$ cat src/rtl/zigbee_cordic_pipe.sv
// zigbee_cordic_pipe
//
// Fully pipelined CORDIC engine for the Zigbee demodulator.
//   mode_in = 0 (vectoring): (x, y, w) -> (K*|x+jy|, ~0, w + atan2(y, x))
//   mode_in = 1 (rotation) : (x, y, w) -> K * (x + jy) * e^(jw), w -> ~0
// A registered quadrant pre-rotation stage extends coverage to the full
// +/-pi range. It is followed by NB_STAGES registered micro-rotations.
// Latency is NB_STAGES+1 enabled cycles and throughput is one sample per
// enabled cycle. The gain K (about 1.6468) is not compensated.
//
// Ports:
//   clk       rising-edge clock
//   resetb    asynchronous active-low reset; clears every pipeline register
//   en        clock enable; 0 holds every register, including valid/outputs
//   mode_in   0 = vectoring, 1 = rotation (travels with the sample)
//   xin/yin   signed XY_SIZE-bit input vector
//   win       signed W_SIZE-bit phase (+/-pi = +/-2^(W_SIZE-1))
//   validIn   input sample valid
//   xout/yout signed XY_SIZE+2-bit result vector
//   wout      signed W_SIZE-bit result phase (wraps modulo 2^W_SIZE)
//   mode_out  mode of the sample on the outputs
//   validOut  result valid
//
// Handshake: valid-only streaming with no backpressure. A sample is accepted
// on every rising edge where en=1 and validIn=1. A result is presented
// whenever validOut=1. en=0 stalls the whole pipeline in place. Data
// registers load on every enabled edge regardless of valid, so output data
// is meaningful only while validOut=1.

module zigbee_cordic_pipe #(
  parameter int NB_STAGES = 12,
  parameter int XY_SIZE   = 12,
  parameter int W_SIZE    = 16
) (
  input  logic                      clk,
  input  logic                      resetb,
  input  logic                      en,
  input  logic                      mode_in,
  input  logic signed [XY_SIZE-1:0] xin,
  input  logic signed [XY_SIZE-1:0] yin,
  input  logic signed [W_SIZE-1:0]  win,
  input  logic                      validIn,
  output logic signed [XY_SIZE+1:0] xout,
  output logic signed [XY_SIZE+1:0] yout,
  output logic signed [W_SIZE-1:0]  wout,
  output logic                      mode_out,
  output logic                      validOut
);

  localparam int  XW   = XY_SIZE + 2;
  localparam real PI_R = 3.14159265358979323846;

  localparam logic signed [W_SIZE-1:0] HALF_PI     = W_SIZE'(1 << (W_SIZE - 2));
  localparam logic signed [W_SIZE-1:0] NEG_HALF_PI = -HALF_PI;

  // atan(2^-i) scaled so that pi maps to 2^(W_SIZE-1), rounded to nearest.
  function automatic int atan_code(input int i);
    real r;
    r = $atan(1.0 / real'(1 << i)) * real'(1 << (W_SIZE - 1)) / PI_R;
    return int'(r);
  endfunction

  logic signed [W_SIZE-1:0] atan_tab [NB_STAGES];

  for (genvar g = 0; g < NB_STAGES; g++) begin : g_atan
    localparam int ATAN_VAL = atan_code(g);
    assign atan_tab[g] = W_SIZE'(ATAN_VAL);
  end

  // Pipeline registers. Index 0 holds the pre-rotation result and index i+1
  // holds the output of micro-rotation i, so index NB_STAGES drives the ports.
  logic signed [XW-1:0]     x_q     [NB_STAGES+1];
  logic signed [XW-1:0]     y_q     [NB_STAGES+1];
  logic signed [W_SIZE-1:0] w_q     [NB_STAGES+1];
  logic                     mode_q  [NB_STAGES+1];
  logic                     valid_q [NB_STAGES+1];

  // Quadrant pre-rotation. Inputs are sign-extended by two guard bits, so
  // negating the most negative input code cannot overflow.
  logic signed [XW-1:0]     xin_ext, yin_ext;
  logic signed [XW-1:0]     pre_x, pre_y;
  logic signed [W_SIZE-1:0] pre_w;

  assign xin_ext = {{2{xin[XY_SIZE-1]}}, xin};
  assign yin_ext = {{2{yin[XY_SIZE-1]}}, yin};

  always_comb begin
    pre_x = xin_ext;
    pre_y = yin_ext;
    pre_w = win;
    if (!mode_in) begin
      // Vectoring: fold the left half-plane into the right half-plane.
      if (xin[XY_SIZE-1]) begin
        if (!yin[XY_SIZE-1]) begin
          pre_x = yin_ext;
          pre_y = -xin_ext;
          pre_w = win + HALF_PI;
        end else begin
          pre_x = -yin_ext;
          pre_y = xin_ext;
          pre_w = win - HALF_PI;
        end
      end
    end else begin
      // Rotation: bring the angle into [-pi/2, pi/2] with a quarter turn.
      if (win > HALF_PI) begin
        pre_x = -yin_ext;
        pre_y = xin_ext;
        pre_w = win - HALF_PI;
      end else if (win < NEG_HALF_PI) begin
        pre_x = yin_ext;
        pre_y = -xin_ext;
        pre_w = win + HALF_PI;
      end
    end
  end

  // Per-stage direction. Vectoring with y<0 and rotation with w>=0 both call
  // for the same update: x -= y>>>i, y += x>>>i, w -= atan.
  logic [NB_STAGES-1:0] ccw;

  always_comb begin
    ccw = '0;
    for (int i = 0; i < NB_STAGES; i++) begin
      ccw[i] = mode_q[i] ? ~w_q[i][W_SIZE-1] : y_q[i][XW-1];
    end
  end

  always_ff @(posedge clk or negedge resetb) begin
    if (!resetb) begin
      for (int i = 0; i <= NB_STAGES; i++) begin
        x_q[i]     <= '0;
        y_q[i]     <= '0;
        w_q[i]     <= '0;
        mode_q[i]  <= 1'b0;
        valid_q[i] <= 1'b0;
      end
    end else if (en) begin
      x_q[0]     <= pre_x;
      y_q[0]     <= pre_y;
      w_q[0]     <= pre_w;
      mode_q[0]  <= mode_in;
      valid_q[0] <= validIn;
      for (int i = 0; i < NB_STAGES; i++) begin
        // Both updates use the pre-update x and y of stage i.
        if (ccw[i]) begin
          x_q[i+1] <= x_q[i] - (y_q[i] >>> i);
          y_q[i+1] <= y_q[i] + (x_q[i] >>> i);
          w_q[i+1] <= w_q[i] - atan_tab[i];
        end else begin
          x_q[i+1] <= x_q[i] + (y_q[i] >>> i);
          y_q[i+1] <= y_q[i] - (x_q[i] >>> i);
          w_q[i+1] <= w_q[i] + atan_tab[i];
        end
        mode_q[i+1]  <= mode_q[i];
        valid_q[i+1] <= valid_q[i];
      end
    end
  end

  assign xout     = x_q[NB_STAGES];
  assign yout     = y_q[NB_STAGES];
  assign wout     = w_q[NB_STAGES];
  assign mode_out = mode_q[NB_STAGES];
  assign validOut = valid_q[NB_STAGES];

endmodule

$ cat config.mk
export PLATFORM = sky130hd
export DESIGN_NAME = zigbee_cordic_pipe
export DESIGN_NICKNAME = d
export VERILOG_FILES = /design/src/rtl/zigbee_cordic_pipe.sv
export SDC_FILE = /design/constraint.sdc
export NUM_CORES = 2
export LEC_CHECK = 0
export ABC_CLOCK_PERIOD_IN_PS = 5600
export CORE_ASPECT_RATIO = 1.4
export CORE_MARGIN = 2
export CORE_UTILIZATION = 35
export DETAILED_ROUTE_END_ITERATION = 8
export PLACE_DENSITY = 0.52
export SETUP_SLACK_MARGIN = 0.5
export SYNTH_ARGS = -nofsm -noshare
export SYNTH_HDL_FRONTEND = slang
export SYNTH_SLANG_ARGS = --single-unit
export TNS_END_PERCENT = 10
$ cat constraint.sdc
create_clock -name clk -period 5.6 [get_ports clk]
set_input_delay 0.56 -clock clk [delete_from_list [all_inputs] [get_ports clk]]
set_output_delay 0.56 -clock clk [all_outputs]
set_load 0.01 [all_outputs]
==> impl_results.md <==
* Status: complete, no violations
* Synth Area in Compound Gates at 20.7%
* First-pass GRT wire length at about 210 mm
* Synthesis Warnings at 0
* Net Count, Synth at between 6k and 7k
* Slew margin rel. at 28.6%
* Vias in the first global route at 39.6k
* Yosys top cell by area: dfrtp_1
* Maxcap violations at 0
* Max Freq at about 0.24 GHz
* Post-DP HPWL at 102 mm
* Synth Area in Adders at 15.0%
* Site Rows at 163
* Root Driver: clkbuf_16
* Commonest cells in the netlist: dfrtp_1 (597), ha_1 (536), nor2_1 (443)
* Fin. max-slew vios at 0
* Antenna violations before repair at 0
* Clk_skew at around 0.035 ns
* Max H-tree Level at 3
* Drt drc at 0
* Gp weighted congestion at 0.876
* Fillers at 14.2k
* Area growth from synthesis to layout at 10.5%
* Clk_lat worst skew at slightly below 0.7 ns
* CP Launch Type: flip-flop
* Congestion Overflow GR at 0
* RSZ-0062 raised after global routing: false
* Clk buf depth at 3
* Slew of the pin with the lowest slew margin at 1.07 ns
* FF-to-FF setup slack at 1.51 ns
* Fraction of registers with async set/reset at 100%
* Arrival time worst endpoint at 4.65 ns
* Worst setup EP type: flip-flop
* Sum Neg Setup Slack at 0 ns
* Post-CTS setup buffers at 0
* Mux cell area share after synthesis at under 10%
* Diode count at 0
* I/O Pins at 91
* CTS tree: done
* # port buffers at 90
* CP max FO at 15
* Post-CTS Hold Buffers at 1
* DIE WIDTH at 322 um
* Layout Nets at about 6k
* Post-synthesis cell type count at 83
* GRT Total Usage at 18.3%
* Final WL at 133 mm
* Largest cells by area after synthesis: dfrtp_1 (30%), ha_1 (14%), mux2_2 (7.3%)
* DR vias at 39.5k
* Clk slew on worst S/H paths at about 0.06 ns
* Die height at ~450 um
* Register area at between 0.01 and 0.015 mm^2
* Crit. Startpoint: mode_q[1]
* Critical Path Max Stage Delay at ~0.51 ns
* Routed len/inst at 18.0 um
* Post-cts gate resize count at 0
* Crit share post-route at 73.0%
* First-pass detailed-route iteration total at 5
* XOR/XNOR share of the synthesized area at 9.09%
* Final min period at 4.09 ns
* Req. time, crit path at slightly above 6 ns
* Crit Reg-Reg Startpoint: mode_q[1]
* Worst hold start: en
* Vias per cell at 5.34
* Syn Inst Count at 5466
* Multi-input logic area at 0.0328 mm^2
* Worst path slowest cell: o21a_1
* Drt initial violations at 1553
* Post-synth top area share at approximately 30%
* Seq/Total Area, Yosys at 30.1%
* Remaining antenna violation count at 0
* Synth Area in Simple Gates at 12.8%
* Min-delay worst type: in -> reg
* Cell mode on critical path: o21ai_0
* Final setup vio count at 0
* Largest net degree at the start of global routing at 160
* Crit-path cells: nand2_1 > o21a_1 > inv_1 > o21ai_0 > ha_1 > a211oi_1 > o21ai_0 > a31oi_1 > o21ai_0 > a21oi_1 > xnor3_1 > mux2_2
* Post-Syn Area at 0.0496 mm^2
* Layout cells sized above 1 at 9.87%
* Crit path kind: reg -> reg
* Hold Fails Final Rpt at 0
* Cts bufs inserted at 76
* DIE AREA at 0.145 mm^2
* Core Area at 0.141 mm^2
* Flops & latches, synth at between 500 and 600
* Avg Cell Area, Syn at ~9.1 um^2
* Starting Density at 35.2%
* Combinational family with the most area after synthesis: compound AO/OA/AOI/OAI gates
* Count leader, synth: dfrtp_1
* Synth Flop Type: dfrtp_1
* EDFF count, synth at 0
* Clock sinks at 597
[worst max-delay path: cells and delay by family, from the launching register on]
family	cells	cell delay, ns
compound gates	7	2.12
xor+xnor	1	0.22
fa+ha+maj	1	0.31
buf+inv	1	0.38
flops	1	0.50
mux	1	0.27
simple gates	1	0.16
[cells in the final DEF (no fill, tap or decap), types with 16 or more instances in the layout]
| cell type | netlist | final |
|---|---|---|
| nand2_1 | 341 | 341 |
| o31ai_1 | 80 | 80 |
| xnor2_1 | 349 | 349 |
| a31oi_1 | 56 | 56 |
| clkdlybuf4s50_1 | 0 | 87 |
| nand3b_1 | 19 | 19 |
| o211ai_1 | 33 | 33 |
| fa_1 | 37 | 37 |
| clkbuf_8 | 0 | 18 |
| nand4_1 | 18 | 18 |
| a21o_1 | 153 | 153 |
| mux2i_1 | 53 | 52 |
| buf_4 | 44 | 32 |
| nand2b_1 | 76 | 76 |
| o41ai_1 | 22 | 22 |
| nor3_1 | 111 | 111 |
| o2bb2ai_1 | 30 | 30 |
| inv_1 | 236 | 235 |
| o31a_1 | 22 | 22 |
| a211o_1 | 31 | 31 |
| clkbuf_16 | 0 | 76 |
| ha_1 | 536 | 536 |
| nor4_1 | 33 | 33 |
| a211oi_1 | 92 | 92 |
| a21oi_1 | 419 | 419 |
| mux2_2 | 320 | 320 |
| o21a_1 | 94 | 94 |
| nor2b_1 | 58 | 58 |
| xor2_1 | 161 | 161 |
| nand3_1 | 84 | 84 |
| nor2_1 | 443 | 443 |
| or3_1 | 45 | 45 |
| dfrtp_1 | 597 | 597 |
| o21bai_1 | 44 | 44 |
| and3_1 | 35 | 35 |
| or2_2 | 22 | 22 |
| o21ai_0 | 341 | 341 |
| a21boi_0 | 16 | 16 |
[final timing paths]
| kind | to | depth (start not counted) |
|---|---|---|
| worst max register to register | yout[13] | 12 |
| worst max-delay path | yout[13] | 12 |
| worst min-delay path | x_q[17] | 3 |
| min in group asynchronous | x_q[56] | 2 |
| max in group asynchronous | w_q[148] | 3 |
| worst min register to register | w_q[97] | 1 |
[per-layer routing]
metal  share of wire, %  up-vias  track usage [%]  routed length (um)
met3                2.2      228             1.89                2880
li1                   -    19800                -                   -
met1                 37    19000             18.2               49300
met2                 57      460             37.5               75800
met4                3.8        0             7.36                5050
met5                  0        -                0                   0
[layout make-up]
class,count,share of cell area [%]
Clock inverter,30,0.750
Timing Repair Buffer,130,2.36
Multi-Input combinational cell,4394,59.7
Clock buffer,106,4.00
Inverter,237,1.63
Sequential cell,597,27.2
Tap cell,1897,4.33
[metrics by stage]
| step | setup WS (ns) | util [%] | cells | hold WS (ns) | cell area (um^2) |
|---|---|---|---|---|---|
| floorplan | 1.43 | - | 5466 | 0.264 | 49600 |
| CTS | 1.45 | 38.9 | 7391 | 0.376 | 54900 |
| global placement | 1.54 | 37.1 | 7254 | 0.469 | 52300 |
| finish | 1.51 | 38.9 | 7391 | 0.404 | 54900 |
| global route | 1.02 | 38.9 | 7391 | 0.433 | 54900 |
| detailed placement | 1.46 | 37.1 | 7254 | 0.472 | 52300 |
[logic make-up (layout without fill, tap and decap cells)]
logic type | Yosys count | after routing
DFF | 597 | 597
xor gates and xnor gates | 512 | 512
buffers and inverters | 475 | 503
AOI/OAI and AO/OA | 1588 | 1588
adders and majority gates | 573 | 573
muxes | 374 | 374
and+or+nand+nor | 1347 | 1347
[state kept, by name (all words and copies together) (netlist names)]
register and count:
wout 16, x_q 167, w_q 192, y_q 168, mode_q 12, valid_q 12, mode_out 1, xout 14
validOut 1, yout 14
Power is left out: the tool's default activity adds up to more than one toggle a clock period on the data nets, which glitch-free logic cannot reach.
